<file path="src/rtl/sp_pkg.sv">
`default_nettype none
// +--------------------------------------------------------------------------+
// | sp_pkg : shared state codes and sizing helpers for sp_sweep_tracker      |
// | Revision: 1.0                                                            |
// +--------------------------------------------------------------------------+
package sp_pkg;

  localparam int STAT_W = 3;

  localparam logic [STAT_W-1:0] STAT_IDLE   = 3'd0;
  localparam logic [STAT_W-1:0] STAT_SETTLE = 3'd1;
  localparam logic [STAT_W-1:0] STAT_SAMPLE = 3'd2;
  localparam logic [STAT_W-1:0] STAT_STEP   = 3'd3;
  localparam logic [STAT_W-1:0] STAT_PARK   = 3'd4;
  localparam logic [STAT_W-1:0] STAT_NEXT   = 3'd5;

  typedef enum logic [STAT_W-1:0] {
    ST_IDLE   = STAT_IDLE,
    ST_SETTLE = STAT_SETTLE,
    ST_SAMPLE = STAT_SAMPLE,
    ST_STEP   = STAT_STEP,
    ST_PARK   = STAT_PARK,
    ST_NEXT   = STAT_NEXT
  } sp_state_t;

  // Bits needed to count 0..n-1, never less than one.
  function automatic int sp_cnt_w(input int n);
    return (n > 1) ? $clog2(n) : 1;
  endfunction

endpackage
`default_nettype wire

</file>
<file path="src/rtl/sp_sweep_tracker_pwm.sv">
`default_nettype none
// +--------------------------------------------------------------------------+
// | servo_pwm_ch : one servo PWM channel driven from the shared frame counter|
// | Revision: 1.0                                                            |
// +--------------------------------------------------------------------------+
module servo_pwm_ch import sp_pkg::*; #(
  parameter int CNT_W   = 21,
  parameter int POS_W   = 21,
  parameter int RST_CMP = 0
) (
  input  logic             CLK,
  input  logic             RST,
  input  logic [CNT_W-1:0] cnt,
  input  logic             wrap,
  input  logic [POS_W-1:0] pos,
  output logic             servo
);

  localparam int CMP_W = (CNT_W > POS_W) ? CNT_W : POS_W;

  logic [POS_W-1:0] r_cmp;
  logic             r_servo;
  logic [CMP_W-1:0] w_cnt_x;
  logic [CMP_W-1:0] w_cmp_x;

  assign w_cnt_x = CMP_W'(cnt);
  assign w_cmp_x = CMP_W'(r_cmp);

  // cmp only reloads at the frame boundary so a mid-frame move never cuts a pulse short.
  always_ff @(posedge CLK or negedge RST) begin
    if (!RST) begin
      r_cmp   <= POS_W'(RST_CMP);
      r_servo <= 1'b0;
    end else begin
      if (wrap) r_cmp <= pos;
      r_servo <= (w_cnt_x < w_cmp_x);
    end
  end

  assign servo = r_servo;

endmodule
`default_nettype wire

</file>
<file path="src/rtl/sp_sweep_tracker.sv">
`default_nettype none
// +--------------------------------------------------------------------------+
// | sp_sweep_tracker : multi-axis servo sweep that parks each axis at the    |
// | position giving the highest panel voltage; manual jog when idle.         |
// | Revision: 1.0                                                            |
// +--------------------------------------------------------------------------+
module sp_sweep_tracker import sp_pkg::*; #(
  parameter int NUM_AXES   = 2,
  parameter int ADC_W      = 12,
  parameter int POS_W      = 21,
  parameter int PERIOD     = 2_000_000,
  parameter int POS_MIN    = 100_000,
  parameter int POS_MAX    = 200_000,
  parameter int POS_STEP   = 10_000,
  parameter int SETTLE_PER = 3
) (
  input  logic                      CLK,
  input  logic                      RST,
  input  logic                      MODE,
  input  logic                      START,
  input  logic [NUM_AXES-1:0]       JOG_INC,
  input  logic [NUM_AXES-1:0]       JOG_DEC,
  input  logic [ADC_W-1:0]          ADC_DATA,
  input  logic                      ADC_VALID,
  output logic [NUM_AXES-1:0]       SERVO,
  output logic [NUM_AXES*POS_W-1:0] POS,
  output logic [ADC_W-1:0]          MAX_V,
  output logic                      BUSY,
  output logic                      DONE,
  output logic [STAT_W-1:0]         STAT
);

  localparam int CNT_W = sp_cnt_w(PERIOD);
  localparam int AX_W  = sp_cnt_w(NUM_AXES);
  localparam int SET_W = sp_cnt_w(SETTLE_PER);

  localparam logic [CNT_W-1:0] c_cnt_last = CNT_W'(PERIOD - 1);
  localparam logic [SET_W-1:0] c_set_last = SET_W'(SETTLE_PER - 1);
  localparam logic [AX_W-1:0]  c_ax_last  = AX_W'(NUM_AXES - 1);
  localparam logic [POS_W:0]   c_pos_min  = (POS_W+1)'(POS_MIN);
  localparam logic [POS_W:0]   c_pos_max  = (POS_W+1)'(POS_MAX);
  localparam logic [POS_W:0]   c_pos_step = (POS_W+1)'(POS_STEP);

  sp_state_t                          r_state;
  sp_state_t                          w_state_nx;
  logic [CNT_W-1:0]                   r_cnt;
  logic                               w_wrap;
  logic [NUM_AXES-1:0][POS_W-1:0]     r_pos;
  logic [NUM_AXES-1:0][POS_W-1:0]     w_jog;
  logic [AX_W-1:0]                    r_axis;
  logic [AX_W-1:0]                    w_axis_nx;
  logic [POS_W-1:0]                   r_best;
  logic [ADC_W-1:0]                   r_max_v;
  logic [SET_W-1:0]                   r_settle;
  logic                               r_park_exit;
  logic [POS_W:0]                     w_step_sum;
  logic                               w_step_over;
  logic                               w_settle_done;
  logic                               w_last_axis;

  assign w_wrap        = (r_cnt == c_cnt_last);
  assign w_settle_done = w_wrap && (r_settle == c_set_last);
  assign w_last_axis   = (r_axis == c_ax_last);
  assign w_axis_nx     = r_axis + AX_W'(1);
  // One extra bit so a step past POS_MAX near the top of the range cannot wrap.
  assign w_step_sum    = {1'b0, r_pos[r_axis]} + c_pos_step;
  assign w_step_over   = (w_step_sum > c_pos_max);

  always_ff @(posedge CLK or negedge RST) begin
    if (!RST) r_cnt <= '0;
    else if (w_wrap) r_cnt <= '0;
    else r_cnt <= r_cnt + CNT_W'(1);
  end

  for (genvar k = 0; k < NUM_AXES; k++) begin : g_axis
    logic [POS_W:0]   w_up_sum;
    logic [POS_W-1:0] w_up;
    logic [POS_W-1:0] w_dn;

    assign w_up_sum = {1'b0, r_pos[k]} + c_pos_step;
    assign w_up     = (w_up_sum > c_pos_max) ? c_pos_max[POS_W-1:0] : w_up_sum[POS_W-1:0];
    assign w_dn     = ({1'b0, r_pos[k]} < (c_pos_min + c_pos_step)) ?
                      c_pos_min[POS_W-1:0] : (r_pos[k] - c_pos_step[POS_W-1:0]);
    assign w_jog[k] = (JOG_INC[k] && !JOG_DEC[k]) ? w_up :
                      (JOG_DEC[k] && !JOG_INC[k]) ? w_dn : r_pos[k];

    assign POS[k*POS_W +: POS_W] = r_pos[k];

    servo_pwm_ch #(
      .CNT_W  (CNT_W),
      .POS_W  (POS_W),
      .RST_CMP(POS_MIN)
    ) u_ch (
      .CLK  (CLK),
      .RST  (RST),
      .cnt  (r_cnt),
      .wrap (w_wrap),
      .pos  (r_pos[k]),
      .servo(SERVO[k])
    );
  end

  always_ff @(posedge CLK or negedge RST) begin
    if (!RST) r_state <= ST_IDLE;
    else r_state <= w_state_nx;
  end

  always_comb begin
    w_state_nx = r_state;
    case (r_state)
      ST_IDLE:   if (MODE && START) w_state_nx = ST_SETTLE;
      ST_SETTLE: if (w_settle_done) w_state_nx = r_park_exit ? ST_NEXT : ST_SAMPLE;
      ST_SAMPLE: if (ADC_VALID) w_state_nx = ST_STEP;
      ST_STEP:   w_state_nx = w_step_over ? ST_PARK : ST_SETTLE;
      ST_PARK:   w_state_nx = ST_SETTLE;
      ST_NEXT:   w_state_nx = w_last_axis ? ST_IDLE : ST_SETTLE;
      default:   w_state_nx = ST_IDLE;
    endcase
  end

  always_comb begin
    BUSY = (r_state != ST_IDLE);
    DONE = (r_state == ST_NEXT) && w_last_axis;
    STAT = r_state;
  end

  always_ff @(posedge CLK or negedge RST) begin
    if (!RST) begin
      for (int k = 0; k < NUM_AXES; k++) r_pos[k] <= c_pos_min[POS_W-1:0];
      r_axis      <= '0;
      r_best      <= c_pos_min[POS_W-1:0];
      r_max_v     <= '0;
      r_settle    <= '0;
      r_park_exit <= 1'b0;
    end else begin
      case (r_state)
        ST_IDLE: begin
          if (MODE) begin
            if (START) begin
              r_axis      <= '0;
              r_pos[0]    <= c_pos_min[POS_W-1:0];
              r_best      <= c_pos_min[POS_W-1:0];
              r_max_v     <= '0;
              r_settle    <= '0;
              r_park_exit <= 1'b0;
            end
          end else begin
            r_pos <= w_jog;
          end
        end
        ST_SETTLE: if (w_wrap) r_settle <= w_settle_done ? '0 : r_settle + SET_W'(1);
        // Strict compare: on a tie the earlier position is kept.
        ST_SAMPLE: begin
          if (ADC_VALID && (ADC_DATA > r_max_v)) begin
            r_max_v <= ADC_DATA;
            r_best  <= r_pos[r_axis];
          end
        end
        ST_STEP: if (!w_step_over) r_pos[r_axis] <= w_step_sum[POS_W-1:0];
        ST_PARK: begin
          r_pos[r_axis] <= r_best;
          r_park_exit   <= 1'b1;
        end
        ST_NEXT: begin
          r_park_exit <= 1'b0;
          if (!w_last_axis) begin
            r_axis           <= w_axis_nx;
            r_pos[w_axis_nx] <= c_pos_min[POS_W-1:0];
            r_best           <= c_pos_min[POS_W-1:0];
            r_max_v          <= '0;
          end
        end
        default: ;
      endcase
    end
  end

  assign MAX_V = r_max_v;

endmodule
`default_nettype wire

</file>
<file path="config.mk">
export PLATFORM = sky130hd
export DESIGN_NAME = sp_sweep_tracker
export DESIGN_NICKNAME = d
export VERILOG_FILES = /design/src/rtl/sp_pkg.sv /design/src/rtl/sp_sweep_tracker_pwm.sv /design/src/rtl/sp_sweep_tracker.sv
export SDC_FILE = /design/constraint.sdc
export NUM_CORES = 1
export LEC_CHECK = 0
export CORE_ASPECT_RATIO = 1.2
export CORE_MARGIN = 3
export CORE_UTILIZATION = 60
export DETAILED_ROUTE_END_ITERATION = 10
export DONT_BUFFER_PORTS = 1
export GPL_TIMING_DRIVEN = 0
export MAX_ROUTING_LAYER = met4
export PLACE_DENSITY = 0.8
export SLEW_MARGIN = 10
export SYNTH_ARGS = -nofsm -noshare
export SYNTH_HDL_FRONTEND = slang
export SYNTH_SLANG_ARGS = --single-unit
</file>
<file path="constraint.sdc">
create_clock -name CLK -period 5.83 [get_ports CLK]
set_input_delay 1.749 -clock CLK [delete_from_list [all_inputs] [get_ports CLK]]
set_output_delay 1.749 -clock CLK [all_outputs]
set_load 0.05 [all_outputs]
</file>
======== Word level (Yosys, flattened, before mapping) ========
Cells that the tools add are included.
word-level totals
  output and inout port bits .............. 61
  flip-flop bits (word level) ............. 147
  word-level logic and storage cells ...... 133
cells by class
  muxes and demuxes ....................... 49
  add/sub/neg operators ................... 8
  equal/unequal tests ..................... 20
  reductions and logical operators ........ 28
  bitwise gates (word level) .............. 3
  $lt $le $gt $ge ......................... 12
operator list
  cell                    count
  $mux 21                 19
  $pmux 42 s4             1
  $bwmux 42               2
  $mux 42                 2
  $add 21x14->22 const B  3
  $gt 22x18->1 const B    3
  $pmux 21 s3             1
  $mux 12                 4
  $demux 21 s1            2
  $lt 21x17->1 const B    2
  $lt 21x21->1            2
  $sub 21x14->21 const B  2
  $pmux 12 s3             1
  $and 30x30->30          1
  $not 30->30             1
  $add 21x1->21 const B   1
  $eq 21x21->1 const B    1
  $ne 2x2->1 const B      10
  $pmux 3 s6              1
  $mux 3                  5
  $reduce_and 5->1        3
  $gt 12x12->1            1
  $or 12x12->12           1
  $logic_and 1x1->1       10
  22 further kinds        41

======== Logic depth before layout (Yosys ltp) ========
  word-level depth ........................ 9
  depth in mapped cells ................... 21
  gate-level depth less buffers ........... 12

======== Cells and area by module ========
A second synthesis with hierarchy kept.
unflattened totals
  cells, all modules ...................... 1501
  area, all modules ....................... 12104.1 um^2
modules (own cells, without submodules)
  module            times used  cells an instance  seq. area each (um^2)  area each (um^2)
  sp_sweep_tracker  1           1221               2600.0                 9576.7
  servo_pwm_ch      2           140                558.0                  1263.7

======== Worst setup path after synthesis ========
OpenSTA, ideal clock, no wires.
  path type ............................... reg-to-reg
  start ................................... register r_axis
  end ..................................... register r_pos, in the netlist POS[5]
  data arrival time ....................... 4.699 ns
  path slack .............................. 1.052 ns
  period minus slack after synthesis ...... 4.778 ns
  required time ........................... 5.751 ns
  path buffers ............................ 7
  setup time .............................. 0.079 ns
  cell stages (with the launch flop) ...... 20
  cells stage by stage .................... dfrtp_1 -> buf_6 -> buf_6 -> buf_2 -> clkbuf_1 -> clkbuf_1 -> buf_1 -> clkbuf_1 -> nand2_1 -> o21ai_0 -> ha_1 -> nand4_1 -> o211ai_2 -> o221ai_1 -> xor2_1 -> a221o_1 -> and4bb_2 -> nor2_2 -> or3_1 -> a22o_1
between the ends
  longest elaborated chain between the ends .. 8
  elaborated cells on any way between the ends .. 24
  those cells by class .................... add/sub (2); order compare (5); eq/ne (2); mux (11); bitwise (1); reduce/logical (3)
RTL lines
  element                                                 RTL line                 text
  start, declared                                         sp_sweep_tracker.sv:50   logic [AX_W-1:0] r_axis;
  start signal, assigned                                  sp_sweep_tracker.sv:167  r_axis <= w_axis_nx;
  branches (longest 8 deep; another with $add 21x14->22)  -
  end signal, assigned                                    sp_sweep_tracker.sv:148  r_pos <= w_jog;
  end signal, assigned by index                           sp_sweep_tracker.sv:161  r_pos[r_axis] <= r_best;
  end signal, assigned by index                           sp_sweep_tracker.sv:168  r_pos[w_axis_nx] <= c_pos_min[POS_W-1:0];
  end, declared                                           sp_sweep_tracker.sv:48   logic [NUM_AXES-1:0][POS_W-1:0] r_pos;
Several ways; the timed one is not identified. The select of a mux whose other input is x is not followed.
A chain may end at the register's enable or synchronous reset.

======== Final worst setup path ========
  start ................................... register r_axis
  end ..................................... register r_pos, in the netlist POS[21]
between the ends
  longest elaborated chain between the ends .. 9
  elaborated cells on any way between the ends .. 25
  those cells by class .................... add/sub (2); order compare (5); eq/ne (2); mux (11); bitwise (2); reduce/logical (3)
RTL lines
  element
  branches (longest 9 deep; another with $add 21x14->22)
Several ways; the timed one is not identified. The select of a mux whose other input is x is not followed.

==> impl_results.md <==
* Largest net degree at the start of global routing at between 100 and 150
* Final cell count without fillers at between 1,500 and 2,000
* Die Height at 158.2 µm
* Root cell of the clock tree: clkbuf_16
* ANT nets after route at 0
* Arr. time, crit path at 5990 ps
* Final Wtd Congestion at 1.027
* Mapped Avg Cell Area at between 8 and 9 µm²
* Synth cell count leaders: 168 x nand2_1, 117 x dfrtp_1, 114 x o21ai_0
* Sequential fraction of the synthesis area at 32.09%
* Worst-Skew Late Latency at about 450 ps
* Hold path cells at 2
* Crit-path max FO at 28
* Final period utilization at 97.15%
* Yosys cell types at 83
* Worst stage delay on the critical path at 500 ps
* Fin nets at 1,526
* Core region area at 0.01892 mm²
* Area Overhead vs Synth at 7.769%
* Die Wd at between 100 and 150 µm
* Total die area at roughly 0.021 mm²
* CTS Sinks at 147
* Vias in the first global route at 11,450
* Max Clock Freq at 0.1766 GHz
* Area after DPL at 0.01190 mm²
* Post-synth top area share at roughly 25%
* Dpl cells at 1,682
* Max IR drop VDD at 0.2946 mV
* Cell area power density at 539.2 mW/mm²
* CTS H-tree lvls at 4
* Ports at 82
* CTS tree: yes
* Status: completed
* Global-route wire length before repair at 65.39 mm
* Critical path class: reg2reg
* Cell taking the most area after synthesis: dfrtp_1
* Final setup violation count at 0
* Crit path time final at 5664 ps
* Ratio of cells with drive above 1 in the final layout at 8.929%
* Gr ovfl total at 0
* CTS max path bufs at 2
* CP Launch Type: register
* Initial detailed-routing violation count at between 1,000 and 1,500
* EDFF count, synth at 0
* Flops & latches, synth at around 150
* Tot Pwr at 6.728 mW
* Drt via density at ~6.9
* Util after Layout at 65.94%
* Pleak at 5.350 nW
* Async set or reset register ratio after synthesis at 100.0%
* Final Hold Violating Endpoints at 0
* Worst Path Required at 6160 ps
* Num rows at 55
* Initial antenna violation count at 0
* Total CTS buffers at 17
* Synth area leaders: dfrtp_1 25%, dfstp_2 6.8%, ha_1 6.7%
* DR pass1 iterations at 8
* Max-cap violations at 0
* Overall routing resource usage at 41.70%
* Starting Density at 61.18%
* WL final at 43.07 mm
* Clock slew at reported path FFs at 70 ps
* Main synth FF type: dfrtp_1
* Cell with the most instances after synthesis: nand2_1
* Synthesized Nets at 1,509
* Diodes inserted at 0
* # DRC at 0
* RSZ-0062 raised after global routing: false
* Max Clock Skew at 16.43 ps
* Yosys warns at 0
* Fin. max-slew vios at 0
* Hold crit path type: reg2reg
* CP max-delay cell: dfrtp_1
* Post-Syn Area at about 0.012 mm²
* Cell Chain, Critical Path: buf_6 > buf_6 > clkbuf_2 > buf_2 > clkbuf_2 > nand2_1 > o21ai_0 > ha_1 > nand4_1 > o211ai_2 > o221ai_1 > xor2_1 > a221o_1 > o31ai_4 > nand4_1 > a22o_1
* Via count of the routed design at 11,840
* Worst Reg2Reg Path Length in Cells at 16
* Slew headroom at 19.47%
* Drt wl/cell at 25.16 µm
* CP Capture Type: register
* Hpwl dp at 32.66 mm
* Mapped Cells at 1,426
* IO Port Bufs at 0
* Post CTS Setup Buffer Count at 0
* Finished Cell Area at 0.01248 mm²
* Post_cts resized at 3
* Least-Margin Pin Slew at 1197 ps
* CTS hold repair buffers at 0
[placed cells by master, fill, tap and decap left out, types with 10 or more instances in the layout]
cell       synthesis  routed
a22oi_1           15      15
a211oi_1          10      10
mux2_2            23      23
dfstp_2           30      30
o21ai_0          114     114
xor2_1            19      19
nor2_1           107     107
dfrtp_1          117     117
nand4_1           24      24
clkbuf_16          0      17
nor3_1            28      28
o221ai_1          12      12
nand2_1          168     168
or3_1             14      14
clkbuf_1          86      82
nor2b_1           14      14
nand3_1           39      39
a22o_1            26      26
nor4_1            11      11
mux2i_1           40      40
ha_1              62      62
o22ai_1           10      10
a21o_1            31      31
and3_1            13      13
nand2b_1          13      13
inv_1             82      82
xnor2_1           30      30
a31oi_1           18      18
buf_2             15      15
a21oi_1           88      88
o211ai_1          13      13
[routing by layer]
| layer | routed length [µm] | vias up | share of wire, % | global-route usage, % |
|---|---|---|---|---|
| met5 | 0 | - | 0 | - |
| met4 | 2777 | 0 | 6.4 | 23.71 |
| met3 | 4186 | 217 | 9.7 | 8.455 |
| met2 | 20280 | 757 | 47 | 67.67 |
| met1 | 15830 | 5656 | 37 | 48.51 |
| li1 | - | 5208 | - | - |
[path summary, 6_finish.rpt]
kind	slack, ps	endpoint	from
worst max-delay path	170	POS[21]	r_axis
worst min-delay path	480	r_best[5]	r_best[5]
worst max register to register	170	POS[21]	r_axis
worst min register to register	480	r_best[5]	r_best[5]
max in group asynchronous	4590	g_axis[1].u_ch.r_cmp[10]	RST
min in group asynchronous	990	r_cnt[0]	RST
[flip-flops by register name (all words and copies together), names as in the netlist]
register,flops
POS,42
g_axis.u_ch.r_cmp,42
r_best,21
r_cnt,21
MAX_V,12
STAT,3
g_axis.u_ch.servo,2
r_settle,2
r_axis,1
r_park_exit,1
[critical path: cells and delay by family, from the launching register on]
| kind | cells | cell delay, ps |
|---|---|---|
| xor+xnor | 1 | 210 |
| buf+inv | 5 | 1580 |
| flops | 1 | 500 |
| compound gates | 6 | 2010 |
| simple gates | 3 | 910 |
| fa+ha+maj | 1 | 320 |
[metrics by stage]
step / setup TNS [ps] / hold WS (ps) / setup WS [ps]
5_1_grt: 0 / 495.1 / 47.47
3_5_place_dp: -27590 / 461.0 / -787.2
2_1_floorplan: 0 / 439.8 / 1052
3_3_place_gp: -24660 / 458.5 / -736.7
6_report: 0 / 478.6 / 166.0
4_1_cts: 0 / 477.0 / 90.43
[layout make-up]
type                       count  area [µm²]
clock inverter                15       156.4
inverter                      83       311.5
multi-input combinational   1083        7072
tap                          256       320.3
fill                        1636        6446
sequential                   147        3716
buffer                       111       476.7
clock buffer                  17       425.4
[cells by family after synthesis]
family	share of synthesized area (%)
buf+inv	6.840
compound gates	25.15
flops	32.09
fa+ha+maj	6.700
xor+xnor	3.706
simple gates	19.82
mux	5.695
[power by group]
part	total [mW]	switching (mW)	internal, mW
combinational	3.69	2.49	1.21
clock	1.12	0.550	0.575
sequential	1.91	0.679	1.23
total	6.73	3.72	3.01
No activity file was read; power rests on OpenSTA's default activity.
